File: src/rtl/alu_operand_sequencer.sv
// ---------------------------------------------------------------------------
// alu_operand_sequencer
//
// Purpose:
//   Drives the shared combinational ALU from one switch bank and two debounced
//   push-button pulses. The operator keys in operand A, then operand B, then
//   the opcode, all on data_in. After the opcode is accepted the ALU gets one
//   full cycle with stable inputs. Its result and status flags are then
//   registered for the display and LED muxes.
//
// Ports:
//   clk           in   1   system clock
//   rst           in   1   asynchronous, active-high reset
//   data_in       in   N   switch value; operand during entry, opcode in [1:0]
//   enter_pulse   in   1   one-cycle press: accept / advance
//   undo_pulse    in   1   one-cycle press: step back
//   alu_result    in   N   combinational ALU result
//   alu_status    in   4   combinational ALU flags {N,Z,C,V}
//   alu_a         out  N   registered operand A
//   alu_b         out  N   registered operand B
//   alu_opcode    out  2   registered opcode
//   result        out  N   captured ALU result
//   flags         out  4   captured ALU flags
//   result_valid  out  1   high while in SHOW
//   display_value out  N   value for the 7-segment driver
//   state_leds    out  4   one-hot {SHOW,WAIT_OP,WAIT_B,WAIT_A}
//
// States:
//   state   | meaning
//   WAIT_A  | waiting for operand A on enter
//   WAIT_B  | waiting for operand B on enter, undo returns to WAIT_A
//   WAIT_OP | waiting for opcode on enter, undo returns to WAIT_B
//   EXEC    | single cycle in which the ALU settles, then result is captured
//   SHOW    | result shown; enter clears and restarts, undo re-picks opcode
// ---------------------------------------------------------------------------
module alu_operand_sequencer #(
    parameter int N = 8
) (
    input  logic         clk,
    input  logic         rst,
    input  logic [N-1:0] data_in,
    input  logic         enter_pulse,
    input  logic         undo_pulse,
    input  logic [N-1:0] alu_result,
    input  logic [3:0]   alu_status,
    output logic [N-1:0] alu_a,
    output logic [N-1:0] alu_b,
    output logic [1:0]   alu_opcode,
    output logic [N-1:0] result,
    output logic [3:0]   flags,
    output logic         result_valid,
    output logic [N-1:0] display_value,
    output logic [3:0]   state_leds
);

    typedef enum logic [2:0] {
        S_WAIT_A  = 3'd0,
        S_WAIT_B  = 3'd1,
        S_WAIT_OP = 3'd2,
        S_EXEC    = 3'd3,
        S_SHOW    = 3'd4
    } state_t;

    localparam logic [3:0] LED_WAIT_A  = 4'b0001;
    localparam logic [3:0] LED_WAIT_B  = 4'b0010;
    localparam logic [3:0] LED_WAIT_OP = 4'b0100;
    localparam logic [3:0] LED_SHOW    = 4'b1000;

    state_t       r_state;
    logic [N-1:0] r_alu_a;
    logic [N-1:0] r_alu_b;
    logic [1:0]   r_alu_opcode;
    logic [N-1:0] r_result;
    logic [3:0]   r_flags;
    logic         r_result_valid;
    logic [3:0]   r_state_leds;

    // Both buttons in the same cycle is treated as no press at all.
    logic w_enter;
    logic w_undo;

    assign w_enter = enter_pulse & ~undo_pulse;
    assign w_undo  = undo_pulse & ~enter_pulse;

    // state_leds is registered alongside the state, so every transition
    // loads the LED pattern of the state being entered.
    always_ff @(posedge clk or posedge rst) begin
        if (rst) begin
            r_state        <= S_WAIT_A;
            r_alu_a        <= '0;
            r_alu_b        <= '0;
            r_alu_opcode   <= '0;
            r_result       <= '0;
            r_flags        <= '0;
            r_result_valid <= 1'b0;
            r_state_leds   <= LED_WAIT_A;
        end else begin
            case (r_state)
                S_WAIT_A: begin
                    if (w_enter) begin
                        r_alu_a      <= data_in;
                        r_state      <= S_WAIT_B;
                        r_state_leds <= LED_WAIT_B;
                    end
                end

                S_WAIT_B: begin
                    if (w_enter) begin
                        r_alu_b      <= data_in;
                        r_state      <= S_WAIT_OP;
                        r_state_leds <= LED_WAIT_OP;
                    end else if (w_undo) begin
                        r_state      <= S_WAIT_A;
                        r_state_leds <= LED_WAIT_A;
                    end
                end

                S_WAIT_OP: begin
                    if (w_enter) begin
                        r_alu_opcode <= data_in[1:0];
                        r_state      <= S_EXEC;
                        // EXEC shares the WAIT_OP LED
                        r_state_leds <= LED_WAIT_OP;
                    end else if (w_undo) begin
                        r_state      <= S_WAIT_B;
                        r_state_leds <= LED_WAIT_B;
                    end
                end

                S_EXEC: begin
                    // Opcode was registered last edge, so the ALU output has
                    // had a full cycle to settle before being sampled here.
                    r_result       <= alu_result;
                    r_flags        <= alu_status;
                    r_result_valid <= 1'b1;
                    r_state        <= S_SHOW;
                    r_state_leds   <= LED_SHOW;
                end

                S_SHOW: begin
                    if (w_enter) begin
                        r_result       <= '0;
                        r_flags        <= '0;
                        r_result_valid <= 1'b0;
                        r_state        <= S_WAIT_A;
                        r_state_leds   <= LED_WAIT_A;
                    end else if (w_undo) begin
                        r_result_valid <= 1'b0;
                        r_state        <= S_WAIT_OP;
                        r_state_leds   <= LED_WAIT_OP;
                    end
                end

                default: begin
                    r_state        <= S_WAIT_A;
                    r_state_leds   <= LED_WAIT_A;
                    r_result_valid <= 1'b0;
                end
            endcase
        end
    end

    always_comb begin
        display_value = r_result;
        case (r_state)
            S_WAIT_A,
            S_WAIT_B:  display_value = data_in;
            S_WAIT_OP: display_value = {{(N-2){1'b0}}, data_in[1:0]};
            default:   display_value = r_result;
        endcase
    end

    assign alu_a        = r_alu_a;
    assign alu_b        = r_alu_b;
    assign alu_opcode   = r_alu_opcode;
    assign result       = r_result;
    assign flags        = r_flags;
    assign result_valid = r_result_valid;
    assign state_leds   = r_state_leds;

endmodule

File: config.mk
export PLATFORM = sky130hd
export DESIGN_NAME = alu_operand_sequencer
export DESIGN_NICKNAME = d
export VERILOG_FILES = /design/src/rtl/alu_operand_sequencer.sv
export SDC_FILE = /design/constraint.sdc
export NUM_CORES = 1
export LEC_CHECK = 0
export ABC_CLOCK_PERIOD_IN_PS = 1700
export BUFFER_PORTS_ARGS = -buffer_cell sky130_fd_sc_hd__buf_2
export CAP_MARGIN = 20
export CORE_ASPECT_RATIO = 0.5
export CORE_MARGIN = 2
export CORE_UTILIZATION = 43
export CTS_CLUSTER_DIAMETER = 100
export CTS_CLUSTER_SIZE = 25
export DETAILED_ROUTE_END_ITERATION = 8
export PLACE_DENSITY = 0.85
export SLEW_MARGIN = 5
export SYNTH_ARGS = -nofsm -noshare
export SYNTH_HDL_FRONTEND = slang
export SYNTH_SLANG_ARGS = --single-unit
File: constraint.sdc
create_clock -name clk -period 1.7 [get_ports clk]
set_clock_uncertainty 0.15 [all_clocks]
set_input_delay 0.255 -clock clk [delete_from_list [all_inputs] [get_ports clk]]
set_output_delay 0.255 -clock clk [all_outputs]
set_load 0.05 [all_outputs]
==> impl_results.md, run 1 <==
- Clk root buf: clkbuf_8
- GRT overflow: 0
- RSZ-0062 raised after global routing: true
- Net Count, Synth: between 150 and 200
- Crit path kind: reg2out
- Dominant cell type by area after synthesis: dfrtp_1
- Simple-gate share of the synthesized area: 12.1%
- Yosys warnings: 0
- Critical path arrival: roughly 1.7 ns
- Setup WS post-layout: -0.360 ns
- P&R area growth vs syn: 57.4%
- Pin count of the biggest net entering global routing: 33
- Largest family of logic cells by synthesized area: compound AO/OA/AOI/OAI gates
- H-tree level count: 2
- Post-DRT Antenna Nets: 0
- TritonCTS clock tree: built
- Synth Area in Compound Gates: between 15 and 20%
- Startpoint Class: flop
- First-pass GRT wire length: between 9 and 10 mm
- Fin. max-slew vios: 0
- Final Hold Fails: 0
- Vias in the first global route: between 1500 and 2000
- Worst reg-to-reg setup slack: -0.24 ns
- Crit share post-route: 121%
- Final #Nets: roughly 270
- Type of the most critical hold path: in2reg
- Worst-path maximum fanout: 5
- Top Ports: 67
- Share of cells above drive strength 1: around 66%
- Distinct cells, synth: 33
- Global Route Usage Sum: about a quarter
- TritonCTS buffer count: 5
- Crit path capture type: primary output
- Vias per cell: just under 6
- Worst endpoint required time: 1.29 ns
- Synthesized cell area: between 0.0015 and 0.002 mm^2
- Synth Area in Adders: around 1.4%
- Antenna cell count: 0
- Initial Util: 44.7%
- Initial antenna violation count: 0
- Ys async rst share: between 90% and 100%
- Clock Tree Buf Depth: 2
- Most used flip-flop cell after synthesis: dfrtp_1
- Port bufs: 66
- Drt first pass iters: 5
- Core Footprint: just under 0.004 mm^2
- Post-synthesis mux area share: between 10% and 20%
- Post-synth EDFFs: 0
- Clock transition at path regs: 0.08 ns
- GP Congestion: around 0.80
- Die Span Y: a little under 50 um
- Maxcap violations: 0
- Chip width: around 94 um
- Cell row count: 16
- DP HPWL: 3.25 mm
- Violated checks: setup timing
- Seq/Total Area, Yosys: roughly half
- Drt total wl: 6.35 mm
- Drc violations: 0
- WL/cell: roughly 21 um
- DR vias: 1720
- Outcome: finished, violations left
- #FFs+latches synth: 36
- Max Fclk: 0.485 GHz
- Setup violations, final: 40
- CTS sink cnt: 36
- Synth Instances: approximately 160
- Initial drt markers: between 200 and 250
- Worst Tran Pin Value: 0.420 ns
- Period minus WS final: about 2.1 ns
- Post-route setup TNS: -6.71 ns
- Post-synth top area share: approximately 50%
- XOR/XNOR share of the synthesized area: 0%
- Hold_ws: about 0.077 ns
- Clk Latency, worst-skew pair: 0.29 ns
- Synth top area cells: dfrtp_1 (50%), mux2_2 (12%), o22ai_1 (3.6%)
- Mapped Avg Cell Area: around 11 um^2
- Area of the die: about 0.0046 mm^2
- Slew margin rel.: ~72%
[logic make-up (layout without fill, tap and decap cells)]
logic type,count (synthesis),count (layout)
AOI/OAI and AO/OA,41,41
adders and majority gates,2,2
buffers and inverters,17,101
DFF,36,36
muxes,21,21
and+or+nand+nor,41,41
[path summary, 6_finish.rpt]
| path | start | endpoint | cells after the start |
|---|---|---|---|
| min in group asynchronous | rst | alu_opcode[0] | 3 |
| max in group asynchronous | rst | state_leds[0] | 4 |
| max reg2reg | r_state[1] | alu_a[6] | 7 |
| min reg2reg | alu_opcode[0] | alu_opcode[0] | 1 |
| max | r_state[0] | display_value[4] | 5 |
| min | data_in[5] | alu_a[5] | 2 |
[sequential cells by signal, summed over array words and instances (netlist names)]
signal and cells:
alu_a 8, alu_b 8, result 8, flags 4, r_state 3, alu_opcode 2
state_leds 2, result_valid 1
[through the flow]
stage | instances | worst slack [ns] | util [%] | instance area, um^2
floorplan | 158 | -0.130 | - | 1750
global placement | 281 | -0.111 | 56.5 | 2190
detailed placement | 281 | -0.116 | 56.5 | 2190
CTS | 294 | -0.321 | 64.4 | 2500
global route | 296 | -0.389 | 70.4 | 2730
finish | 296 | -0.360 | 70.4 | 2730
[cell usage after synthesis (all sizes together), types with 2 or more instances]
cell,n
nand2b,3
nand2,16
inv,3
a21oi,10
clkbuf,4
o21ai,8
nor2,11
a22o,6
a221oi,2
buf,10
o22ai,10
mux2,20
nand3,4
nor3,2
dfrtp,35
ha,2
[cell type report]
cell class	instances	area [um^2]
inverters	3	11.3
well taps	54	67.6
repair buffers	90	646
flip-flops and latches	36	903
clock inverters	1	30.0
clock buffers	7	96.3
fillers	232	1150
multi-input cells	105	980
[worst max-delay path: stages, from the launching register on]
cell,delay [ns]
dfrtp_1,0.42
and2_4,0.16
or2_4,0.26
buf_6,0.14
a22o_2,0.22
buf_6,0.15
[layout by cell type (no fill, tap or decap), types with 7 or more instances in the layout]
cell type,netlist,final
a21oi_2,0,7
clkbuf_8,0,7
mux2_4,2,18
o22ai_1,10,10
buf_6,1,16
buf_4,3,10
nor2_1,11,9
nand2_2,0,9
dfrtp_1,35,34
buf_2,6,57
[routing by layer]
metal / up-vias / share of wire (%) / track usage [%]
met2: 118 / 48 / 43.0
met1: 846 / 40 / 33.8
met5: - / 0 / 0
met4: 0 / 4.5 / 10.4
li1: 728 / - / -
met3: 28 / 7.9 / 7.57
[repair_timing]
action,4_1_cts,5_1_grt
buffers inserted,4,3
pin swaps,0,12
gates resized for setup,39,57
endpoints found under the hold margin,4,0
hold buffers,1,0
setup endpoints to repair,11,42
Power of run 1 is left out: the tool's default activity adds up to more than one toggle a clock period on the data nets, which glitch-free logic cannot reach.
==> run 2, diff against run 1 <==
--- a/config.mk
+++ b/config.mk
@@ -15,6 +15,7 @@
 export CTS_CLUSTER_SIZE = 25
 export DETAILED_ROUTE_END_ITERATION = 8
 export PLACE_DENSITY = 0.85
+export RECOVER_POWER = 100
 export SLEW_MARGIN = 5
 export SYNTH_ARGS = -nofsm -noshare
 export SYNTH_HDL_FRONTEND = slang
==> run 2 against run 1 <==
Effect of this change:
- the flow still finishes with violations (setup timing)
- global-route usage is the same
- critical endpoint unchanged
- sequential share of layout area increased by 0.31 points
- setup slack lost 0.010 ns
==> impl_results.md, run 2 (synthesis results as in run 1) <==
- Top Ports: 67
- Multi-input logic area: ~980 um^2
- FF-to-FF End: alu_a[6]
- Worst hold endpoint: alu_a[5]
- Antenna cell count: 0
- Fin. max-slew vios: 0
- Clock Tree Buf Depth: 2
- Initial antenna violation count: 0
- Top Metal Used: met4
- H-tree level count: 2
- Routed met2 length: ~3 mm
- Global Route Usage Sum: a little over a quarter
- Share of cells above drive strength 1: roughly 58%
- Startpoint Class: flop
- RSZ-0062 raised after global routing: true
- Most frequent cells in the layout: dfrtp_1 (34), buf_2 (33), mux2_4 (18), clkbuf_1 (18), buf_6 (16)
- Maxcap violations: 0
- TritonCTS buffer count: 5
- Drt total wl: about 6.4 mm
- TritonCTS clock tree: built
- Final Hold Fails: 0
- Period minus WS final: a little over 2 ns
- Crit share post-route: 122%
- Worst-path maximum fanout: 5
- Port bufs: 66
- Type of the most critical hold path: in2reg
- Initial Util: 44.7%
- Drt first pass iters: 5
- Design Area, Final: 0.00271 mm^2
- DP HPWL: approximately 3.3 mm
- M1 WL: roughly 2.5 mm
- DR vias: roughly 1800
- Crit path capture type: primary output
- First-pass GRT wire length: a little over 9 mm
- Initial drt markers: 192
- Outcome: finished, violations left
- Wire length on met3: a little over 600 um
- Chip width: 93.9 um
- WL/cell: around 21 um
- Hold path cells: 2
- GRT overflow: 0
- CTS sink cnt: 36
- Slowest stage cell, crit path: dfrtp_1
- Clk root buf: clkbuf_8
- Area of the die: 0.00459 mm^2
- Crit path kind: reg2out
- Vias in the first global route: between 1500 and 2000
- Most used cell, CP: buf_6
- Post-DRT Antenna Nets: 0
- Cell row count: 16
- Violated checks: setup timing
- R2R depth: 7
- Vias per cell: approximately 5.9
- Worst endpoint required time: between 1 and 1.5 ns
- Clock transition at path regs: ~0.08 ns
- Worst Tran Pin Value: 0.839 ns
- Setup WS post-layout: -0.370 ns
- Worst r2r src: r_state[1]
- Clk Latency, worst-skew pair: 0.30 ns
- Fillers: roughly 250
- Setup violations, final: 41
- Commonest non-fill, non-tap cell in the layout: dfrtp_1
- Pin count of the biggest net entering global routing: 33
- Drc violations: 0
- CP cell instances: and2_4, or2_4, buf_6, a22o_2, buf_6
- Critical path arrival: approximately 1.7 ns
- Final #Nets: between 200 and 300
- Slew margin rel.: 44.1%
- P&R area growth vs syn: 56.0%
- Die Span Y: a little under 50 um
- Worst Hold Launch: data_in[5]
- Crit-path max cell delay: 0.43 ns
- Core Footprint: around 0.004 mm^2
- Reg area: 903 um^2
- Max Fclk: just under 0.5 GHz
- Worst reg-to-reg setup slack: -0.22 ns
- GP Congestion: 0.798
- Placement Cell Area: around 0.0022 mm^2
[run 2: cell type report]
cell class	instances	area share (%)
Inverter	3	0.416
Sequential cell	36	33.3
Timing Repair Buffer	90	22.9
Multi-Input combinational cell	105	36.2
Tap cell	54	2.49
Clock inverter	1	1.11
Clock buffer	7	3.56
[run 2: worst max-delay path by stage]
stage                from                to  slack [ns]
2_1_floorplan  r_state[1]  display_value[0]       -0.13
4_1_cts        r_state[1]  display_value[6]       -0.32
3_5_place_dp   r_state[1]  display_value[6]       -0.12
6_report       r_state[0]  display_value[4]       -0.37
3_3_place_gp   r_state[1]  display_value[2]       -0.11
5_1_grt        r_state[1]  display_value[4]       -0.39
[run 2: per-stage QoR]
step / setup slack, ns / util (%) / cells / hold WS [ns] / setup TNS [ns]
2_1_floorplan: -0.130 / - / 158 / 0.257 / -0.674
3_3_place_gp: -0.111 / 56.5 / 281 / -0.00359 / -0.524
3_5_place_dp: -0.116 / 56.5 / 281 / 0.000602 / -0.623
4_1_cts: -0.321 / 64.4 / 294 / 0.0762 / -3.47
5_1_grt: -0.389 / 69.7 / 296 / 0.0676 / -10.39
6_report: -0.370 / 69.7 / 296 / 0.0745 / -6.88
[run 2: repair_timing]
action                                  4_1_cts  5_1_grt
pin swaps                                     0       12
endpoints found under the setup margin       11       42
gates resized for setup                      39       57
buffers inserted                              4        3
hold endpoints to repair                      4        0
hold buffers                                  1        0
[run 2: routing by layer]
layer | vias to the layer above | global-route usage [%]
li1 | 733 | -
met3 | 31 | 7.57
met2 | 136 | 43.0
met4 | 0 | 10.4
met5 | - | 0
met1 | 850 | 33.8
[run 2: worst max-delay path, delay by kind of cell, from the launching register on]
| family | cells | cell delay [ns] |
|---|---|---|
| AOI/OAI and AO/OA | 1 | 0.22 |
| and+or+nand+nor | 2 | 0.42 |
| DFF | 1 | 0.43 |
| buffers and inverters | 2 | 0.29 |
Power of run 2 is left out for the same reason.
==> run 3, diff against run 2 <==
--- a/config.mk
+++ b/config.mk
@@ -8,7 +8,7 @@
 export ABC_CLOCK_PERIOD_IN_PS = 1700
 export BUFFER_PORTS_ARGS = -buffer_cell sky130_fd_sc_hd__buf_2
 export CAP_MARGIN = 20
-export CORE_ASPECT_RATIO = 0.5
+export CORE_ASPECT_RATIO = 1.25
 export CORE_MARGIN = 2
 export CORE_UTILIZATION = 43
 export CTS_CLUSTER_DIAMETER = 100
@@ -16,6 +16,7 @@
 export DETAILED_ROUTE_END_ITERATION = 8
 export PLACE_DENSITY = 0.85
 export RECOVER_POWER = 100
+export REMOVE_ABC_BUFFERS = 1
 export SLEW_MARGIN = 5
 export SYNTH_ARGS = -nofsm -noshare
 export SYNTH_HDL_FRONTEND = slang
==> run 3 against run 2 <==
Effect of this change:
- the run still ends with setup timing left
- wire length shrank 36%
- maximum frequency grew 4.4%
- register-to-register slack gained 0.24 ns
- core utilization shrank 8.7 points
- non-clock buffer count shrank 7
- global-route usage shrank 7.4 points
- via count shrank 15%
- sequential share of layout area grew 5.4 points
==> impl_results.md, run 3 (synthesis results as in run 1) <==
- Share of cells above drive strength 1: between 30% and 40%
- R2R depth: 4
- Clock transition at path regs: around 0.070 ns
- Post-route setup TNS: -1.61 ns
- Startpoint Class: flop
- First-pass GRT wire length: 6.40 mm
- Max Fclk: around 0.50 GHz
- Vias in the first global route: around 1400
- Setup violations, final: 8
- CP cell instances: and2_4, or2_4, mux2_4, buf_8
- Critical path arrival: ~1.6 ns
- Slew margin rel.: about two fifths
- Hold path cells: 2
- Die Span Y: 75.1 um
- Period minus WS final: ~2 ns
- DR vias: about 1500
- CTS sink cnt: 36
- Top Ports: between 60 and 70
- Maxcap violations: 0
- Initial Util: around 46%
- Outcome: finished, violations left
- Global Route Usage Sum: between 10% and 20%
- Drt total wl: 4.07 mm
- GRT overflow: 0
- Clk Latency, worst-skew pair: 0.29 ns
- Clock Tree Buf Depth: 2
- Initial drt markers: 31
- H-tree level count: 2
- Worst endpoint required time: roughly 1.3 ns
- Worst-path maximum fanout: 8
- Final #Nets: 260
- DP HPWL: between 2 and 3 mm
- Clk root buf: clkbuf_8
- Commonest non-fill, non-tap cell in the layout: dfrtp_1
- Chip width: about 61 um
- Port bufs: 66
- Slowest stage cell, crit path: dfrtp_1
- GP Congestion: approximately 0.76
- Fin. max-slew vios: 0
- Crit-path max cell delay: between 0.3 and 0.4 ns
- Core Footprint: around 0.0038 mm^2
- Cell row count: 25
- Area of the die: 0.00457 mm^2
- Placed insts: 280
- Initial antenna violation count: 0
- Crit path capture type: primary output
- Vias per cell: between 5 and 6
- Worst reg-to-reg setup slack: 0.02 ns
- TritonCTS buffer count: 5
- Violated checks: setup timing
- WL/cell: 14.1 um
- Post-DRT Antenna Nets: 0
- Antenna cell count: 0
- Drc violations: 0
- Setup WS post-layout: -0.282 ns
- Crit path kind: reg2out
- Type of the most critical hold path: in2reg
- Worst Tran Pin Value: 0.871 ns
- Final Hold Fails: 0
- RSZ-0062 raised after global routing: true
- Crit share post-route: 117%
- Drt first pass iters: 4
- P&R area growth vs syn: 34.1%
- Post-Layout Cell Count: 289
- Util after Layout: 61.0%
- Pin count of the biggest net entering global routing: 37
- Most frequent cells in the layout: dfrtp_1 (35), clkbuf_1 (26), buf_2 (24)
- Fillers: about 360
- TritonCTS clock tree: built
==> run 3: cell types whose count changed in the layout (fill, tap and decap cells not counted), moves of 7 or more <==
| cell | delta |
|---|---|
| a21oi_1 | +7 |
| buf_2 | -9 |
| a21oi_2 | -7 |
| nand2_1 | +11 |
| clkbuf_1 | +8 |
| mux2_2 | +16 |
| nand2_2 | -9 |
| buf_6 | -8 |
| mux2_4 | -16 |
==> run 3: path summary, 6_finish.rpt <==
path                               start          endpoint
max in group asynchronous            rst         result[0]
min reg2reg                alu_opcode[0]     alu_opcode[0]
max reg2reg                   r_state[0]          alu_a[2]
max                           r_state[1]  display_value[1]
min in group asynchronous            rst          alu_a[3]
min                           data_in[7]          alu_b[7]
==> run 3: critical path: cells and delay by family (launching register included) <==
family | cells | cell delay [ns]
simple gates | 2 | 0.42
mux | 1 | 0.32
buf+inv | 1 | 0.15
flops | 1 | 0.39
==> run 3: layer usage <==
metal / share of wire [%] / vias up / global-route usage [%]
met2: 52 / 49 / 31.5
met5: 0 / - / 0
met3: 5.8 / 6 / 6.36
met4: 1.4 / 0 / 6.52
met1: 41 / 718 / 23.2
li1: - / 720 / -
==> run 3: area by class of cell <==
cell class | instances | area (um^2) | share of cell area (%)
Sequential cell | 36 | 902 | 38.7
Multi-Input combinational cell | 105 | 748 | 32.1
Timing Repair Buffer | 83 | 473 | 20.3
Clock buffer | 7 | 96.3 | 4.14
Tap cell | 54 | 67.6 | 2.90
Clock inverter | 1 | 30.0 | 1.29
Inverter | 3 | 11.3 | 0.484
==> run 3: stage by stage <==
step           cell area, um^2  hold WS (ns)  setup slack, ns
2_1_floorplan             1660         0.257           -0.812
3_3_place_gp              2170         0.223          -0.0929
6_report                  2330        0.0777           -0.282
4_1_cts                   2370        0.0711           -0.306
5_1_grt                   2330        0.0694           -0.315
3_5_place_dp              2170         0.231           -0.113
==> run 3: timing repair <==
item / CTS / global route
hold endpoints to repair: 35 / 0
hold buffers: 1 / 0
endpoints found under the setup margin: 8 / 21
pin swaps: 5 / 5
setup buffers: 0 / 0
resized for setup: 19 / 3
Power of run 3 is left out for the same reason.
